<file path="src/rtl/scene_ctl.sv">
`default_nettype none
// ============================================================================
// Module     : scene_ctl
// Description: Scene sequencer for the menu / battle / endgame flow. Drives the
//              scene-mux select and a one-cycle start pulse. Scene changes are
//              latched as a pending request and committed on the next vsync
//              rising edge, so a displayed frame never tears.
// Revision   : 1.0 - initial release
// ============================================================================
module scene_ctl #(
    parameter int MIN_FRAMES     = 2,
    parameter int ENDGAME_FRAMES = 300
) (
    input  logic       i_pclk,
    input  logic       i_rst,
    input  logic       i_vs,
    input  logic       i_start,
    input  logic       i_battle_over,
    input  logic       i_winner,
    input  logic       i_restart,
    output logic [1:0] o_sel,
    output logic [2:0] o_scene_start,
    output logic       o_winner,
    output logic       o_pending
);

    // Scene encoding doubles as the mux select; 2'b11 is never produced.
    typedef enum logic [1:0] {
        S_MENU    = 2'b00,
        S_BATTLE  = 2'b01,
        S_ENDGAME = 2'b10
    } state_t;

    localparam logic [15:0] c_min_frames = 16'(MIN_FRAMES);
    localparam logic [15:0] c_eg_frames  = 16'(ENDGAME_FRAMES);
    localparam logic        c_eg_enable  = (ENDGAME_FRAMES != 0);
    localparam logic [15:0] c_dwell_max  = 16'hFFFF;

    state_t      r_state;
    state_t      r_target;
    logic        r_pend;
    logic [2:0]  r_scene_start;
    logic        r_winner;
    logic [15:0] r_dwell;
    logic        r_vs_q;

    state_t      w_state_nxt;
    state_t      w_target_nxt;
    logic        w_pend_nxt;
    logic [2:0]  w_start_nxt;
    logic        w_winner_nxt;
    logic [15:0] w_dwell_nxt;
    logic        w_tick;
    logic        w_commit;
    logic        w_can_accept;

    // Frame tick is the vsync rising edge; commit only uses a request
    // latched in an earlier cycle, so an event on a tick cycle waits one frame.
    assign w_tick       = i_vs & ~r_vs_q;
    assign w_commit     = w_tick & r_pend;
    assign w_can_accept = ~r_pend & (r_dwell >= c_min_frames);

    // Next-state, pending request, dwell counter and start pulse decode.
    always_comb begin
        w_state_nxt  = r_state;
        w_target_nxt = r_target;
        w_pend_nxt   = r_pend;
        w_start_nxt  = 3'b000;
        w_winner_nxt = r_winner;
        w_dwell_nxt  = r_dwell;

        if (w_tick && (r_dwell != c_dwell_max)) begin
            w_dwell_nxt = r_dwell + 16'd1;
        end

        if (w_commit) begin
            // Commit clears dwell even when the same tick would increment it.
            w_state_nxt = r_target;
            w_pend_nxt  = 1'b0;
            w_dwell_nxt = 16'd0;
            case (r_target)
                S_MENU:    w_start_nxt = 3'b001;
                S_BATTLE:  w_start_nxt = 3'b010;
                S_ENDGAME: w_start_nxt = 3'b100;
                default:   w_start_nxt = 3'b000;
            endcase
        end else if (w_can_accept) begin
            case (r_state)
                S_MENU: begin
                    if (i_start) begin
                        w_pend_nxt   = 1'b1;
                        w_target_nxt = S_BATTLE;
                    end
                end
                S_BATTLE: begin
                    if (i_battle_over) begin
                        w_pend_nxt   = 1'b1;
                        w_target_nxt = S_ENDGAME;
                        w_winner_nxt = i_winner;
                    end
                end
                S_ENDGAME: begin
                    if (i_restart || (c_eg_enable && (r_dwell >= c_eg_frames))) begin
                        w_pend_nxt   = 1'b1;
                        w_target_nxt = S_MENU;
                    end
                end
                default: begin
                    // Unreachable encoding: recover to menu on the next tick.
                    w_pend_nxt   = 1'b1;
                    w_target_nxt = S_MENU;
                end
            endcase
        end
    end

    // State register and all registered outputs, synchronous reset.
    always_ff @(posedge i_pclk) begin
        if (i_rst) begin
            r_state       <= S_MENU;
            r_target      <= S_MENU;
            r_pend        <= 1'b0;
            r_scene_start <= 3'b000;
            r_winner      <= 1'b0;
            r_dwell       <= 16'd0;
            r_vs_q        <= 1'b0;
        end else begin
            r_state       <= w_state_nxt;
            r_target      <= w_target_nxt;
            r_pend        <= w_pend_nxt;
            r_scene_start <= w_start_nxt;
            r_winner      <= w_winner_nxt;
            r_dwell       <= w_dwell_nxt;
            r_vs_q        <= i_vs;
        end
    end

    assign o_sel         = r_state;
    assign o_scene_start = r_scene_start;
    assign o_winner      = r_winner;
    assign o_pending     = r_pend;

endmodule
`default_nettype wire

</file>
<file path="config.mk">
export PLATFORM = sky130hd
export DESIGN_NAME = scene_ctl
export DESIGN_NICKNAME = d
export VERILOG_FILES = /design/src/rtl/scene_ctl.sv
export SDC_FILE = /design/constraint.sdc
export NUM_CORES = 1
export LEC_CHECK = 0
export CAP_MARGIN = 20
export CORE_ASPECT_RATIO = 1.2
export CORE_MARGIN = 4
export CORE_UTILIZATION = 54
export DETAILED_ROUTE_END_ITERATION = 10
export PLACE_DENSITY = 0.73
export SETUP_SLACK_MARGIN = 0.1
export SLEW_MARGIN = 20
export SYNTH_ARGS = -nofsm -noshare
export SYNTH_HDL_FRONTEND = slang
export SYNTH_SLANG_ARGS = --single-unit
</file>
<file path="constraint.sdc">
create_clock -name i_pclk -period 1.9 [get_ports i_pclk]
set_clock_uncertainty 0.1 [all_clocks]
set_input_delay 0.57 -clock i_pclk [delete_from_list [all_inputs] [get_ports i_pclk]]
set_output_delay 0.57 -clock i_pclk [all_outputs]
set_load 0.02 [all_outputs]
</file>
### After elaboration in Yosys (flattened, before gate mapping)

Cells that the tools add are included.

| storage, ports and cells | value |
|---|---|
| word-level logic and storage cells | 42 |
| output and inout port bits | 7 |
| input port bits | 7 |
| register bits | 26 |

| cells by class | value |
|---|---|
| muxes and demuxes | 9 |
| add/subtract/negate cells | 1 |
| bitwise operators | 6 |
| reduce and logical (&&, ||, !) cells | 9 |
| equal/unequal tests | 8 |
| magnitude comparators | 2 |

Operators with widths:

| operator | count |
|---|---|
| adder 16 x 1 -> 16 bit (second input constant) | 1 |
| >= comparator 16 x 2 -> 1 bit (second input constant) | 1 |
| >= comparator 16 x 9 -> 1 bit (second input constant) | 1 |
| inequality test 16 bit (second input constant) | 1 |
| one-hot mux 3 bit (3 select lines) | 1 |
| AND reduction 4 bit | 2 |
| 2-to-1 mux 2 bit | 3 |
| inequality test 2 bit (second input constant) | 3 |
| one-hot mux 2 bit (3 select lines) | 1 |
| AND reduction 5 bit | 1 |
| == test 2 x 1 -> 1 bit (second input constant) | 2 |
| == test 2 bit (second input constant) | 2 |
| zero test 2 bit | 2 |
| OR reduction 2 bit | 2 |
| bitwise AND 1 bit | 3 |
| 2-to-1 mux 1 bit | 3 |
| inverter 1 bit | 3 |
| one-hot mux 1 bit (3 select lines) | 1 |
| logical AND 1 bit | 1 |
| logical OR 1 bit | 1 |

### Logic depth before layout (Yosys ltp)

Gate-level depths: netlist (run 1).

| logic depth | value |
|---|---|
| depth after elaboration | 5 |
| depth in mapped cells | 7 |
| mapped depth without buffers | 7 |

### Least setup slack after synthesis (run 1)

OpenSTA, ideal clock, no wires.

| timing | value |
|---|---|
| path type | reg-to-reg |
| start | register r_dwell[1] |
| end | register r_dwell[2] |
| setup time | 0.116 ns |
| required time | 1.684 ns |
| slack | 0.156 ns |
| cell stages (with the launch flop) | 6 |
| path buffers | 0 |
| arrival | 1.527 ns |
| period minus slack after synthesis | 1.744 ns |
| cells stage by stage | dfxtp_1 > ha_1 > nand4_2 > nor3_4 > a21oi_2 > a31o_2 |

| between the ends | value |
|---|---|
| longest elaborated chain between the ends | 2 |
| elaborated cells between the ends (all ways) | 3 |
| classes of those cells | add/sub: 1; eq/ne: 1; reduce/logical: 1 |

Ends and longest elaborated chain:

| what | RTL line | RTL |
|---|---|---|
| start: declaration | 44 | `logic [15:0] r_dwell;` |
| start signal: assignment | 133 | `r_dwell <= w_dwell_nxt;` |
| parallel branches: the longest is 2 deep, another holds adder 16 x 1 -> 16 bit | - |  |

Parallel ways; which one is timed is not known.
A chain may end at the register's enable or synchronous reset.

### Worst setup path in the final report (run 1)

| timing | value |
|---|---|
| start | register r_dwell[12] |
| end | register r_pend (netlist: o_pending) |

| between the ends | value |
|---|---|
| longest elaborated chain between the ends | 4 |
| elaborated cells between the ends (all ways) | 6 |
| classes of those cells | order compare: 2; eq/ne: 1; bitwise: 1; reduce/logical: 2 |

Ends and longest elaborated chain:

| what | RTL line | RTL |
|---|---|---|
| >= comparator 16 x 9 -> 1 bit | 103 | `if (i_restart \|\| (c_eg_enable && (r_dwell >= c_eg_frames))) begin` |
| logical OR 1 bit | 103 |  |
| inequality test 2 bit (no line) | - |  |
| AND reduction 4 bit (no line) * | - |  |
| end signal: assignment | 130 | `r_pend <= w_pend_nxt;` |
| end: declaration | 41 | `logic r_pend;` |

Mark *: on every way between the ends. The rest lies on a longest branch, timed or not.

==> results of run 1 <==
[cells in the final DEF (no fill, tap or decap), types with 3 or more instances in the layout]
cell	Yosys	routed
o21ai_0	5	5
xnor2_1	9	9
a21oi_1	7	7
buf_4	0	15
inv_1	4	4
nand3_1	9	6
nand2b_1	3	3
mux2i_1	3	3
dfxtp_1	26	23
clkbuf_4	0	3
nand2_1	13	13
dlygate4sd2_1	0	6
a211oi_1	7	5
clkdlybuf4s50_1	0	5
nor2_1	20	19
nor3_1	4	4
[what timing repair did]
item,in CTS,in global routing
setup endpoints to repair,28,22
gates resized for setup,16,17
endpoints found under the hold margin,0,0
pin swaps,0,5
[critical path, stage by stage (launching register included)]
cell and delay, ps:
dfxtp_1 380, nor4_1 330, nand2_1 190, o31ai_2 300, buf_4 160, nor2_1 40, o21a_1 160
[registers in the layout, indices dropped and copies added (netlist names)]
signal         cells
r_dwell           16
o_sel              2
r_target           2
o_winner           1
r_vs_q             1
o_pending          1
o_scene_start      3
[layer usage]
metal	global-route usage, %	vias up	part of all wire (%)
li1	-	595	-
met3	2.18	4	2.4
met2	35.1	17	52
met4	8.76	0	1.6
met5	0	-	0
met1	25.0	570	44
[area by class of cell]
class / instances / area, µm² / share of cell area [%]
timing repair buffer: 29 / 244 / 14.6
tap: 31 / 38.8 / 2.33
multi-input combinational: 114 / 817 / 49.0
inverter: 4 / 15.0 / 0.901
sequential: 26 / 529 / 31.8
clock buffer: 3 / 22.5 / 1.35
[report_power, final]
part / internal [mW] / switching, mW
registers: 0.558 / 0.0130
logic: 0.0558 / 0.0585
clock network: 0.0742 / 0.156
total: 0.688 / 0.227
[cell families (layout without fill, tap and decap cells)]
logic type                 count (synthesis)  after routing  synth area share [%]
buffers and inverters                      8             36                  3.47
AOI/OAI and AO/OA                         27             27                  14.5
xor gates and xnor gates                   9              9                  6.08
and+or+nand+nor                           73             73                  31.6
muxes                                      3              3                  2.32
DFF                                       26             26                  40.2
adders and majority gates                  2              2                  1.93
[how the worst min path moves through the flow]
stage / cells after the start / start / endpoint / slack, ps
global route: 2 / i_vs / r_vs_q / 430
floorplan: 1 / r_target[0] / o_scene_start[0] / 350
CTS: 2 / o_sel[1] / o_sel[1] / 410
detailed placement: 1 / r_target[0] / o_scene_start[0] / 390
finish: 2 / o_sel[1] / o_sel[1] / 410
global placement: 2 / o_winner / o_winner / 380
[per-stage QoR]
step / hold WS (ps) / util [%] / power, mW / instances / instance area [µm²]
floorplan: 347 / - / 0.634 / 148 / 1300
global placement: 379 / 68.1 / 0.684 / 204 / 1560
detailed placement: 388 / 68.1 / 0.688 / 204 / 1560
CTS: 407 / 70.3 / 0.914 / 207 / 1610
global route: 432 / 73.0 / 0.961 / 207 / 1670
finish: 411 / 73.0 / 0.915 / 207 / 1670
==> impl_metrics.env, run 1 <==
export IMPL_status="finished clean"
export IMPL_syn_to_final_growth_pct=28.6
export IMPL_die_height_um=61.7
export IMPL_clock_sinks=26
export IMPL_synthFlopType="dfxtp_1"
export IMPL_slew_headroom_pct=78.3
export IMPL_max_freq_ghz=0.577
export IMPL_yosysMostFrequentCell="dfxtp_1"
export IMPL_wl_per_cell_um=14.2
export IMPL_postCtsHoldBufs=0
export IMPL_timing_final_crit_period_ps=1730
export IMPL_worst_pin_slew_ps=321
export IMPL_htree_levels=1
export IMPL_yosysSeqAreaShare_pct=40.2
export IMPL_nNetsFinal=187
export IMPL_post_place_ws_ps=-383
export IMPL_io_buffer_count=13
export IMPL_reg2reg_slack_ps=170
export IMPL_synth_top_area_share_pct=40.2
export IMPL_cp_data_required_time_ps=2030
export IMPL_yosys_warnings=0
export IMPL_grt_max_degree=14
export IMPL_setup_slack_ps=166
export IMPL_clockBufferDepth=2
export IMPL_peakVddDrop_mv=0.380
export IMPL_root_buffer="clkbuf_4"
export IMPL_maxCapViolations=0
export IMPL_insertion_delay_ps=310
export IMPL_cp_start_kind="flop"
export IMPL_diodes=0
export IMPL_dr_pass1_iters=4
export IMPL_viasPerCell=5.73
export IMPL_grtUsageTotal_pct=20.1
export IMPL_finalHoldViolations=0
export IMPL_final_antenna_net_count=0
export IMPL_postSynthCellCount=148
export IMPL_hold_path_class="flop to flop"
export IMPL_post_cts_repair_setup_buffers=0
export IMPL_vias=1186
export IMPL_numCtsBuffers=3
export IMPL_r2r_start="r_dwell[12]"
export IMPL_drv_slew=0
export IMPL_rsz0062_at_grt="true"
export IMPL_endpoint="o_pending"
export IMPL_syn_area_per_cell_um2=8.76
export IMPL_end_kind="flop"
export IMPL_setup_tns_ps=0
export IMPL_synthTopCellsByArea="dfxtp_1 40%, xnor2_1 6.1%, nor2_1 5.8%"
export IMPL_rr_endpoint="o_pending"
export IMPL_reg2reg_depth=6
export IMPL_antenna_found_initial=0
export IMPL_fp_row_count=19
export IMPL_arrival_ps=1860
export IMPL_critPathLaunch="r_dwell[12]"
export IMPL_grt_pass1_wl_um=4820
export IMPL_place_congestion=0.813
export IMPL_initial_utilization_pct=56.8
export IMPL_clk_pin_slew_ps=130
export IMPL_power_density_nw_per_um2=549
export IMPL_synth_edf_count=0
export IMPL_setup_viol=0
export IMPL_post_route_period_util_pct=91.2
export IMPL_synth_cell_area_um2=1300
export IMPL_ys_types=39
export IMPL_core_region_area_um2=2280
export IMPL_nFillCells=173
export IMPL_grt_overflow_total=0
export IMPL_die_x_um=52.7
export IMPL_grt_pass1_vias=1061
export IMPL_p_leak_nw=0.628
export IMPL_synthTopCellsByCount="26 x dfxtp_1, 20 x nor2_1, 13 x nand2_1, 9 x nand3_1, 9 x xnor2_1"
export IMPL_yosysTopAreaCell="dfxtp_1"
export IMPL_route_detailed_drc=0
export IMPL_io_pins=14
export IMPL_cts_tree="built"
export IMPL_cp_max_fo=5
export IMPL_hpwl_um=2190
export IMPL_async_reset_ff_share_pct=0
export IMPL_drt_iter0_markers=40
export IMPL_syn_num_nets=157
export IMPL_routed_wl_um=2940
export IMPL_critPathKind="flop to flop"
export IMPL_drive_gt1_share_pct=27.3
export IMPL_die_area_um2=3250
export IMPL_ys_ff_latch=26
Note: power is estimated with default switching activity, not from simulation.
==> inputs of run 2 (changes only) <==
--- a/config.mk
+++ b/config.mk
@@ -5,12 +5,11 @@
 export SDC_FILE = /design/constraint.sdc
 export NUM_CORES = 1
 export LEC_CHECK = 0
-export CAP_MARGIN = 20
 export CORE_ASPECT_RATIO = 1.2
 export CORE_MARGIN = 4
 export CORE_UTILIZATION = 54
 export DETAILED_ROUTE_END_ITERATION = 10
-export PLACE_DENSITY = 0.73
+export PLACE_DENSITY = 0.77
 export SETUP_SLACK_MARGIN = 0.1
 export SLEW_MARGIN = 20
 export SYNTH_ARGS = -nofsm -noshare
==> run 2 against run 1 <==
  * Clock power is 68% higher
  * Maximum frequency shrank 6.3%
  * Via count up 6.5%
  * Cell count up 1.4%
  * Critical path depth up 2
  * First-iteration DRC count shrank 43%
  * Non-clock buffer count is 2 higher
  * Utilization rose by 4.1 points
  * Sequential share of layout area is 1.6 points lower
  * Die area is the same
  * Largest cell class unchanged
  * Highest routed layer unchanged
==> impl_metrics.env, run 2 (synthesis gave the netlist of run 1 again) <==
export IMPL_status="finished clean"
export IMPL_cp_data_required_time_ps=2040
export IMPL_grt_max_degree=16
export IMPL_wl_per_cell_um=16.8
export IMPL_slew_headroom_pct=74.9
export IMPL_clockBufferDepth=2
export IMPL_drive_gt1_share_pct=28.5
export IMPL_hold_path_class="flop to flop"
export IMPL_largest_register="r_dwell"
export IMPL_die_x_um=52.7
export IMPL_critPathKind="flop to flop"
export IMPL_layout_commonest_cell="dfxtp_1"
export IMPL_end_kind="flop"
export IMPL_io_buffer_count=13
export IMPL_io_pins=14
export IMPL_worst_pin_slew_ps=376
export IMPL_initial_utilization_pct=56.8
export IMPL_htree_levels=1
export IMPL_p_leak_nw=0.669
export IMPL_viasPerCell=6.01
export IMPL_clk_pin_slew_ps=150
export IMPL_largest_reg_flops=16
export IMPL_rsz0062_at_grt="true"
export IMPL_clock_sinks=26
export IMPL_final_antenna_net_count=0
export IMPL_multi_input_area_um2=865
export IMPL_r2r_start="r_dwell[0]"
export IMPL_fin_util_pct=77.1
export IMPL_antenna_found_initial=0
export IMPL_cp_max_fo=5
export IMPL_post_route_period_util_pct=97.4
export IMPL_timing_final_crit_period_ps=1850
export IMPL_place_congestion=0.848
export IMPL_core_region_area_um2=2280
export IMPL_diodes=0
export IMPL_power_density_nw_per_um2=626
export IMPL_combPwrFrac_pct=13.1
export IMPL_min_path_cells=1
export IMPL_peakVddDrop_mv=0.496
export IMPL_nFillCells=155
export IMPL_design_area_um2=1760
export IMPL_maxCapViolations=0
export IMPL_grt_overflow_total=0
export IMPL_die_area_um2=3250
export IMPL_slowest_delay_ps=400
export IMPL_dr_pass1_iters=4
export IMPL_drt_iter0_markers=23
export IMPL_grt_pass1_vias=1096
export IMPL_reg2reg_slack_ps=50
export IMPL_grt_pass1_wl_um=4890
export IMPL_hold_start="r_target[0]"
export IMPL_cts_tree="built"
export IMPL_hpwl_um=2310
export IMPL_max_freq_ghz=0.540
export IMPL_drv_slew=0
export IMPL_clock_power_share_pct=35.0
export IMPL_hold_path_end="o_scene_start[0]"
export IMPL_arrival_ps=1990
export IMPL_setup_slack_ps=49.6
export IMPL_root_buffer="clkbuf_4"
export IMPL_route_detailed_drc=0
export IMPL_register_area_um2=531
export IMPL_nNetsFinal=189
export IMPL_internal_power_mw=0.843
export IMPL_sw_frac_of_total_pct=23.5
export IMPL_insertion_delay_ps=330
export IMPL_crit_path_cell_trace="inv_1, ha_2, nor4_4, nand2_2, buf_4, o31ai_4, mux2i_1, nor2_1"
export IMPL_cpMaxStageDelayCell="dfxtp_4"
export IMPL_crit_buf_inv=2
export IMPL_routed_wl_um=3530
export IMPL_numCtsBuffers=3
export IMPL_layout_common_cells="22 x dfxtp_1, 20 x nor2_1, 17 x buf_4"
export IMPL_postCtsHoldBufs=0
export IMPL_seqPwrFrac_pct=51.9
export IMPL_finalHoldViolations=0
export IMPL_p_sw_mw=0.260
export IMPL_dpl_cell_area_um2=1540
export IMPL_die_height_um=61.7
export IMPL_rr_endpoint="o_winner"
export IMPL_reg2reg_depth=8
export IMPL_post_place_ws_ps=-373
export IMPL_syn_to_final_growth_pct=35.8
export IMPL_path_delay_family="flip-flops"
export IMPL_grtUsageTotal_pct=20.8
export IMPL_setup_viol=0
export IMPL_fp_row_count=19
export IMPL_vias=1263
export IMPL_cp_start_kind="flop"
run 2: layout make-up:
| cell class | instances | area share [%] |
|---|---|---|
| inverter | 4 | 0.853 |
| multi-input combinational | 114 | 49.1 |
| tap | 31 | 2.20 |
| timing repair buffer | 31 | 14.7 |
| sequential | 26 | 30.1 |
| clock buffer | 3 | 1.28 |
| clock inverter | 1 | 1.71 |
run 2: worst reg2reg max path, cell delays in order, from the launching register on:
cell and delay (ps):
dfxtp_4 400, inv_1 50, ha_2 190, nor4_4 220, nand2_2 120, buf_4 170, o31ai_4 220, mux2i_1 240
nor2_1 50
run 2: stage by stage:
stage          hold WS (ps)  setup TNS, ps  std cells  power, mW
3_3_place_gp            374          -5020        202      0.687
3_5_place_dp            392          -6380        202      0.690
4_1_cts                 402              0        207       1.07
5_1_grt                 429          -7.43        210       1.15
6_report                411              0        210       1.10
2_1_floorplan           347              0        148      0.634
run 2: layer usage:
metal / track usage, % / part of all wire (%)
met5: 0 / 0
met2: 39.2 / 55
met1: 22.1 / 37
met4: 12.0 / 3.0
met3: 2.42 / 4.9
run 2: worst max-delay path by stage:
stage                     depth (start not counted)     endpoint        from  slack (ps)
after CTS                                         7   r_dwell[4]  r_dwell[1]         110
final                                             8     o_winner  r_dwell[0]          50
after detailed placement                          6  r_dwell[15]        i_vs        -370
after floorplan                                   5   r_dwell[2]  r_dwell[1]         160
after global placement                            6  r_dwell[15]        i_vs        -300
after global routing                              8     o_winner  r_dwell[0]          -7
run 2: repair_timing:
| action | CTS | global route |
|---|---|---|
| endpoints found under the setup margin | 27 | 21 |
| buffers inserted | 1 | 3 |
| gates resized for setup | 16 | 25 |
| pin swaps | 1 | 5 |
run 2: power groups by stage:
stage / sequential [mW] / clock [mW] / combinational (mW)
finish: 0.572 / 0.386 / 0.145
global route: 0.574 / 0.418 / 0.155
CTS: 0.571 / 0.390 / 0.110
detailed placement: 0.581 / 0 / 0.109
global placement: 0.580 / 0 / 0.106
floorplan: 0.585 / 0 / 0.0486
==> inputs of run 3 (changes only) <==
--- a/config.mk
+++ b/config.mk
@@ -9,8 +9,8 @@
 export CORE_MARGIN = 4
 export CORE_UTILIZATION = 54
 export DETAILED_ROUTE_END_ITERATION = 10
+export HOLD_SLACK_MARGIN = 0.06
 export PLACE_DENSITY = 0.77
-export SETUP_SLACK_MARGIN = 0.1
 export SLEW_MARGIN = 20
 export SYNTH_ARGS = -nofsm -noshare
 export SYNTH_HDL_FRONTEND = slang
==> run 3 against run 2 <==
  * Utilization is 5.2 points lower
  * Worst setup slack got worse by 28 ps
  * Non-clock buffer count shrank 2
  * Clock-buffer cell count unchanged
  * Sequential share of layout area grew 1.7 points
  * Critical path depth down 1
  * Hold slack gained 5.8 ps
  * Clock power down 1%
  * Design area down 6.7%
  * Critical endpoint is now r_dwell[8]
  * Highest routed layer unchanged
==> impl_metrics.env, run 3 (synthesis gave the netlist of run 1 again) <==
export IMPL_vias=1222
export IMPL_cp_data_required_time_ps=2040
export IMPL_internal_power_mw=0.828
export IMPL_io_pins=14
export IMPL_clk_pin_slew_ps=140
export IMPL_clock_power_share_pct=35.8
export IMPL_layout_commonest_cell="dfxtp_1"
export IMPL_nNetsFinal=187
export IMPL_grt_pass1_wl_um=4830
export IMPL_route_detailed_drc=0
export IMPL_worst_pin_slew_ps=403
export IMPL_layout_common_cells="24 x dfxtp_1, 20 x nor2_1, 16 x buf_4"
export IMPL_drive_gt1_share_pct=22.0
export IMPL_rr_endpoint="r_dwell[8]"
export IMPL_postCtsHoldBufs=0
export IMPL_combPwrFrac_pct=10.6
export IMPL_path_depth=7
export IMPL_htree_levels=1
export IMPL_core_region_area_um2=2280
export IMPL_syn_to_final_growth_pct=26.7
export IMPL_min_path_cells=2
export IMPL_finalHoldViolations=0
export IMPL_insertion_delay_ps=330
export IMPL_critPathKind="flop to flop"
export IMPL_crit_path_cell_trace="ha_1, nand4_2, nor3_4, buf_4, a2111oi_2, xnor2_1, nor2_1"
export IMPL_hold_path_end="o_winner"
export IMPL_largest_register="r_dwell"
export IMPL_p_leak_nw=0.636
export IMPL_grtUsageTotal_pct=20.5
export IMPL_post_place_ws_ps=-373
export IMPL_timing_final_crit_period_ps=1880
export IMPL_path_delay_family="compound AO/OA/AOI/OAI gates"
export IMPL_slowest_delay_ps=450
export IMPL_reg2reg_slack_ps=20
export IMPL_reg2reg_depth=7
export IMPL_hpwl_um=2310
export IMPL_die_height_um=61.7
export IMPL_hold_start="o_winner"
export IMPL_setup_slack_ps=22.0
export IMPL_max_freq_ghz=0.532
export IMPL_wl_per_cell_um=15.1
export IMPL_post_route_period_util_pct=98.8
export IMPL_io_buffer_count=13
export IMPL_fp_row_count=19
export IMPL_cp_max_fo=5
export IMPL_r2r_start="r_dwell[0]"
export IMPL_dr_pass1_iters=4
export IMPL_post_place_cells=202
export IMPL_sw_frac_of_total_pct=22.3
export IMPL_fin_util_pct=72.0
export IMPL_antenna_found_initial=0
export IMPL_arrival_ps=2020
export IMPL_routed_wl_um=3150
export IMPL_hold_path_class="flop to flop"
export IMPL_die_x_um=52.7
export IMPL_final_antenna_net_count=0
export IMPL_diodes=0
export IMPL_fin_cells=208
export IMPL_drt_iter0_markers=42
export IMPL_power_density_nw_per_um2=649
export IMPL_grt_overflow_total=0
export IMPL_setup_viol=0
export IMPL_power_mw=1.07
export IMPL_initial_utilization_pct=56.8
export IMPL_clockBufferDepth=2
export IMPL_largest_reg_flops=16
export IMPL_viasPerCell=5.88
export IMPL_die_area_um2=3250
export IMPL_status="finished clean"
export IMPL_slew_headroom_pct=73.1
export IMPL_place_congestion=0.848
export IMPL_end_kind="flop"
export IMPL_cp_start_kind="flop"
export IMPL_drv_slew=0
export IMPL_p_sw_mw=0.238
export IMPL_seqPwrFrac_pct=53.6
export IMPL_clock_sinks=26
export IMPL_setup_tns_ps=0
export IMPL_crit_buf_inv=1
export IMPL_grt_pass1_vias=1134
export IMPL_maxCapViolations=0
export IMPL_peakVddDrop_mv=0.495
export IMPL_cpMaxStageDelayCell="a2111oi_2"
export IMPL_grt_max_degree=16
export IMPL_numCtsBuffers=3
export IMPL_root_buffer="clkbuf_4"
export IMPL_cts_tree="built"
[run 3: metal layers]
| layer | GRT usage, % | share of wire (%) |
|---|---|---|
| met1 | 21.2 | 39 |
| met2 | 38.5 | 54 |
| met3 | 2.66 | 4.6 |
| met4 | 12.8 | 2.3 |
| met5 | 0 | 0 |
[run 3: cell type report]
cell class,instances,area [µm²]
Timing Repair Buffer,29,241
Clock buffer,3,22.5
Tap cell,31,38.8
Clock inverter,1,30.0
Fill cell,178,639
Sequential cell,26,523
Multi-Input combinational cell,114,772
Inverter,4,15.0
[run 3: power by group through the flow]
stage          logic (mW)  clock network (mW)  registers (mW)
2_1_floorplan      0.0486                   0           0.585
3_3_place_gp        0.106                   0           0.580
3_5_place_dp        0.109                   0           0.581
4_1_cts             0.108               0.390           0.569
5_1_grt             0.126               0.412           0.573
6_report            0.113               0.381           0.571
[run 3: worst max-delay path by stage]
stage	from	to	slack [ps]
CTS	i_vs	o_scene_start[1]	30
global placement	i_vs	r_dwell[15]	-300
floorplan	r_dwell[1]	r_dwell[2]	160
finish	r_dwell[0]	r_dwell[8]	20
detailed placement	i_vs	r_dwell[15]	-370
global route	r_dwell[0]	r_dwell[9]	-30
[run 3: what timing repair did]
item / CTS / global route
pin swaps: 1 / 1
cloned: 0 / 0
gates resized for setup: 8 / 9
buffers inserted: 0 / 2
endpoints found under the setup margin: 15 / 15
[run 3: metrics by stage]
| stage | area (µm²) | hold WS, ps |
|---|---|---|
| after floorplan | 1300 | 347 |
| after global placement | 1540 | 374 |
| after detailed placement | 1540 | 392 |
| after CTS | 1590 | 406 |
| after global routing | 1640 | 462 |
| final | 1640 | 417 |
[run 3: worst reg2reg max path, cell delays in order, from the launching register on]
cell and delay (ps):
dfxtp_2 370, ha_1 250, nand4_2 160, nor3_4 80, buf_4 150, a2111oi_2 450
xnor2_1 180, nor2_1 60
